**src/rtl/la_capture.sv**
```systemverilog
// Logic-analyser capture: waits for a masked trigger on the registered probe, records
// DEPTH consecutive samples, then streams them out over a valid/ready port.
module la_capture #(
   parameter int DEPTH = 256,
   parameter int WIDTH = 8
) (
   input  logic             clk,
   input  logic             rst,
   input  logic [WIDTH-1:0] probe,
   input  logic             arm,
   input  logic             abort,
   input  logic [WIDTH-1:0] trig_mask,
   input  logic [WIDTH-1:0] trig_value,
   output logic [WIDTH-1:0] out_data,
   output logic             out_valid,
   input  logic             out_ready,
   output logic [1:0]       state,
   output logic             done
);

   localparam int            AW       = $clog2(DEPTH);
   localparam logic [AW-1:0] LAST_PTR = AW'(DEPTH - 1);

   typedef enum logic [1:0] {
      ST_IDLE    = 2'd0,
      ST_ARMED   = 2'd1,
      ST_CAPTURE = 2'd2,
      ST_DUMP    = 2'd3
   } state_t;

   state_t           state_q;
   logic [WIDTH-1:0] sample_q;
   logic [WIDTH-1:0] out_data_q;
   logic             out_valid_q;
   logic [AW-1:0]    wr_ptr_q;
   logic [AW-1:0]    rd_ptr_q;
   logic [WIDTH-1:0] mem_q [DEPTH];

   logic             trig_hit_s;
   logic             accept_s;
   logic             mem_we_s;
   logic [AW-1:0]    mem_waddr_s;
   logic [AW-1:0]    rd_next_s;

   // Trigger compare, handshake decode and capture-memory write control.
   always_comb begin
      trig_hit_s  = ((sample_q ^ trig_value) & trig_mask) == {WIDTH{1'b0}};
      accept_s    = out_valid_q & out_ready;
      rd_next_s   = rd_ptr_q + AW'(1);
      mem_we_s    = 1'b0;
      mem_waddr_s = {AW{1'b0}};
      if (abort) begin
         mem_we_s = 1'b0;
      end else if ((state_q == ST_ARMED) && trig_hit_s) begin
         mem_we_s    = 1'b1;
         mem_waddr_s = {AW{1'b0}};
      end else if (state_q == ST_CAPTURE) begin
         mem_we_s    = 1'b1;
         mem_waddr_s = wr_ptr_q;
      end else begin
         mem_we_s = 1'b0;
      end
   end

   // Capture memory; deliberately not reset, its contents only matter after a full capture.
   always_ff @(posedge clk) begin
      if (mem_we_s) begin
         mem_q[mem_waddr_s] <= sample_q;
      end
   end

   // Probe register, control FSM, pointers and registered readout port.
   always_ff @(posedge clk or posedge rst) begin
      if (rst) begin
         state_q     <= ST_IDLE;
         sample_q    <= {WIDTH{1'b0}};
         out_data_q  <= {WIDTH{1'b0}};
         out_valid_q <= 1'b0;
         wr_ptr_q    <= {AW{1'b0}};
         rd_ptr_q    <= {AW{1'b0}};
      end else begin
         sample_q <= probe;
         if (abort) begin
            state_q     <= ST_IDLE;
            out_valid_q <= 1'b0;
            wr_ptr_q    <= {AW{1'b0}};
            rd_ptr_q    <= {AW{1'b0}};
         end else begin
            case (state_q)
               ST_IDLE: begin
                  if (arm) begin
                     state_q <= ST_ARMED;
                  end
               end
               ST_ARMED: begin
                  if (trig_hit_s) begin
                     state_q  <= ST_CAPTURE;
                     wr_ptr_q <= AW'(1);
                  end
               end
               ST_CAPTURE: begin
                  // The final write lands this edge, so mem[0] is long settled for the first read.
                  if (wr_ptr_q == LAST_PTR) begin
                     state_q     <= ST_DUMP;
                     wr_ptr_q    <= {AW{1'b0}};
                     rd_ptr_q    <= {AW{1'b0}};
                     out_valid_q <= 1'b1;
                     out_data_q  <= mem_q[{AW{1'b0}}];
                  end else begin
                     wr_ptr_q <= wr_ptr_q + AW'(1);
                  end
               end
               ST_DUMP: begin
                  if (accept_s) begin
                     if (rd_ptr_q == LAST_PTR) begin
                        state_q     <= ST_IDLE;
                        out_valid_q <= 1'b0;
                        rd_ptr_q    <= {AW{1'b0}};
                     end else begin
                        rd_ptr_q   <= rd_next_s;
                        out_data_q <= mem_q[rd_next_s];
                     end
                  end
               end
               default: begin
                  state_q     <= ST_IDLE;
                  out_valid_q <= 1'b0;
                  wr_ptr_q    <= {AW{1'b0}};
                  rd_ptr_q    <= {AW{1'b0}};
               end
            endcase
         end
      end
   end

   // done marks the accepting cycle itself, so it is decoded from the live handshake.
   always_comb begin
      done = (state_q == ST_DUMP) && accept_s && (rd_ptr_q == LAST_PTR) && !abort;
   end

   assign out_data  = out_data_q;
   assign out_valid = out_valid_q;
   assign state     = state_q;

endmodule

```
**config.mk**
```make
export PLATFORM = sky130hd
export DESIGN_NAME = la_capture
export DESIGN_NICKNAME = d
export VERILOG_FILES = /design/src/rtl/la_capture.sv
export SDC_FILE = /design/constraint.sdc
export NUM_CORES = 2
export LEC_CHECK = 0
export ABC_AREA = 1
export BUFFER_PORTS_ARGS = -buffer_cell sky130_fd_sc_hd__buf_4
export CORE_AREA = 2 2 496 498
export CTS_CLUSTER_DIAMETER = 120
export CTS_CLUSTER_SIZE = 10
export DETAILED_ROUTE_END_ITERATION = 7
export DIE_AREA = 0 0 498 500
export GPL_TIMING_DRIVEN = 1
export PLACE_DENSITY = 0.5
export SLEW_MARGIN = 15
export SYNTH_ARGS = -nofsm -noshare
export SYNTH_HDL_FRONTEND = slang
export SYNTH_SLANG_ARGS = --single-unit
```
**constraint.sdc**
```tcl
create_clock -name clk -period 8.15 [get_ports clk]
set_input_delay 1.63 -clock clk [delete_from_list [all_inputs] [get_ports clk]]
set_output_delay 1.63 -clock clk [all_outputs]
set_load 0.01 [all_outputs]
```
==> qor.yml <==
avgSynthCellArea_um2: 11.8
slowest_delay_ps: 1120
cp_top_family: "simple AND/OR/NAND/NOR gates"
finalCriticalPeriod_ps: 5470
clk_pin_slew_ps: 70
fmax_mhz: 183
grt_setup_unrepaired: "false"
numPortBuffers: 40
die_w_um: 498
setup_viol: 0
cts.sinks: 2083
rr_endpoint: "out_data[7]$_DFFE_PP0P_"
dp_hpwl_mm: 146
power_density_nw_per_um2: 255
wl_per_cell_um: 24.8
hold_class: "flip-flop to flip-flop"
synth_largest_area_cell: "edfxtp_1"
dr.pass1.iters: 5
reg2reg_slack_ps: 2680
worstPathArrival_ps: 6230
htree_levels: 4
final_max_slew_viol_count: 0
yosysSeqAreaShare: 0.734
overflow: 0
worst_slew_pin_slew_ps: 1240
multi_input_area_um2: 20200
clk_latency_ps: 890
synth-edff-count: 2048
syn_inst: 7192
min_to: "wr_ptr_q[4]$_DFFE_PP0P_"
totalWireLength_mm: 257
critPathKind: "flip-flop to flip-flop"
synth-simple-area-share: 0.232
synthToLayoutAreaGrowth_pct: 10.8
fin_total_pwr_mw: 24.0
hold_violations: 0
die_h_um: 500
synth_top_cells_by_area: "edfxtp_1 (72%), nand3_1 (12%), nand2_1 (9.5%)"
cts_made_buffers: 226
vias_per_cell: 5.36
nets: 7090
hold-worst-slack_ps: 568
grt_max_degree: 221
crit_fanout: 89
finalClockSkew_ps: 53.7
post_cts_resized: 0
ir_drop_uv: 285
track_usage: 0.202
drtAntennaViolNets: 0
hold_depth: 2
critPathSlowestCell: "dfrtp_4"
cts_tree: "done"
status: "finished, final reports clean"
yosysWarnings: 0
fin_setup_tns_ps: 0
path_cells: "ha_4 -> buf_4 -> buf_4 -> nand3_1 -> nand3_1 -> nand3_1 -> nand3_1 -> nand3_1 -> nand3_1 -> nand3_1 -> nand2_1 -> nand2_1 -> nand2_1 -> nand2_1"
maxSlewHeadroom: 0.175
die_area_um2: 249000
async_flop_share: 0.0168
pin_count: 41
ys_ff_latch: 2083
antenna_found_initial: 8
r2r_start: "rd_ptr_q[0]$_DFFE_PP0P_"
seqCellArea_um2: 62400
vias: 55587
leakagePower_nw: 31.7
startpoint: "rd_ptr_q[0]$_DFFE_PP0P_"
core_um2: 244000
drt_iter0_markers: 6039
clock-root-buffer: "clkbuf_16"
yosys.area_share.xor_xnor: 0.000633
grt_pass1_vias: 54982
post-route-period-util: 0.671
maxCapViolCount: 0
initial_core_util: 0.348
ys_types: 39
muxShareOfSynthArea: 0
syn_nets: 7227
synth-adder-area-share: 0.000883
yosysTopAreaCellShare: 0.724
drive_above_1_share: 0.0613
cpMostUsedCell: "nand3_1"
cp-end-kind: "flip-flop"
synth_ff_type: "edfxtp_1"
synth_top_family_by_area: "simple AND/OR/NAND/NOR gates"
synth_compound_area_frac: 0.00327
hold_buffers: 0
min-delay-start: "wr_ptr_q[4]$_DFFE_PP0P_"
rows: 182
syn-cell-area_um2: 85000
cts_setup_buffers: 0
startpoint_type: "flip-flop"
cts_buffer_depth: 3
crit_buf_inv: 2
cp.required_ps: 8910
reg2regPathDepth: 14
grt_pass1_wl_mm: 376
fillerInstances: 23477
gp_congestion: 0.873
drcViolationCount: 0
[cells in the mapped netlist (2+ instances only)]
master    number
o21ai_1        4
buf_1         30
inv_2          8
nand2_2       20
nand4_1        2
o21ai_0       14
dfrtp_1       35
buf_4          6
a21oi_1       11
nor2_2         6
nor2_1       294
clkbuf_1      80
a31oi_4        2
or2_1          5
inv_1         30
xor2_1         2
ha_1           6
edfxtp_1    2048
nand3_1     2050
buf_2        369
nand3_2        5
o22ai_1        3
nand2_1     2143
nor3_2         2
nor3_1         2
o31ai_1        2
[per-layer routing]
metal	vias to the layer above	GRT usage	wire (um)
li1	25194	-	-
met1	27952	0.285	113000
met2	2083	0.320	119000
met3	358	0.0327	17500
met4	0	0.0653	7420
met5	-	0	0
[layout by cell type, fill, tap and decap left out, types with 3 or more instances in the layout]
master,count
a21oi_1,11
buf_12,12
buf_4,108
clkbuf_1,77
clkbuf_16,228
clkinv_8,4
dfrtp_1,26
dfrtp_4,9
diode_2,3
edfxtp_1,2048
ha_1,5
inv_1,28
inv_16,5
inv_2,8
inv_6,4
nand2_1,2131
nand2_2,28
nand2_4,4
nand3_1,2050
nand3_2,5
nor2_1,294
nor2_2,5
o21ai_0,14
o21ai_1,4
o22ai_1,3
or2_1,5
[metrics by stage]
step                      std cells  cell area, um2  setup slack [ps]  utilization
final                         10370           94100              2680        0.385
after global routing          10368           94100              2340        0.385
after CTS                     10367           94100              2480        0.385
after detailed placement      10047           87900              2730        0.360
after global placement        10047           87900              2710        0.360
after floorplan                7192           85000              2680            -
[flip-flops by register name (all words and copies together) (netlist names)]
register and count:
wr_ptr_q 8, out_data 8, mem_q 2048, state 2, sample_q 8, out_valid 1, rd_ptr_q 8
[how the worst max path moves through the flow]
stage / end / slack [ps] / cells past startpoint
finish: out_data[7]$_DFFE_PP0P_ / 2680 / 14
global route: out_data[6]$_DFFE_PP0P_ / 2340 / 14
CTS: done / 2480 / 8
detailed placement: out_data[7]$_DFFE_PP0P_ / 2730 / 14
global placement: out_data[7]$_DFFE_PP0P_ / 2710 / 14
floorplan: mem_q[161][0]$_DFFE_PP_ / 2680 / 12
[where the power goes]
part / total, mW / switching (mW) / internal [mW] / leakage [nW]
clock network: 9.13 / 4.08 / 5.05 / 3.01
registers: 11.9 / 0.119 / 11.8 / 18.8
logic: 2.97 / 2.21 / 0.755 / 9.83
total: 24.0 / 6.41 / 17.6 / 31.7
[cell families (layout without fill, tap and decap cells)]
group / Yosys count / after routing
xor gates and xnor gates: 4 / 4
AOI/OAI and AO/OA: 41 / 41
buffers and inverters: 525 / 480
and+or+nand+nor: 4533 / 4533
adders and majority gates: 6 / 6
DFF: 2083 / 2083
other: 0 / 3
[layout make-up]
cell class                      count  share of cell area
Antenna cell                        3           0.0000797
Inverter                           40             0.00193
Clock inverter                     15             0.00258
Clock buffer                      305              0.0637
Multi-Input combinational cell   4584               0.215
Tap cell                         3220              0.0428
Sequential cell                  2083               0.663
Timing Repair Buffer              120              0.0112
[worst reg2reg max path, stage by stage (launching register included)]
cell,delay (ps)
dfrtp_4,1120
ha_4,820
buf_4,760
buf_4,810
nand3_1,210
nand3_1,180
nand3_1,180
nand3_1,160
nand3_1,190
nand3_1,460
nand3_1,160
nand2_1,100
nand2_1,50
nand2_1,90
nand2_1,60
Note: power is estimated with default switching activity, not from simulation.
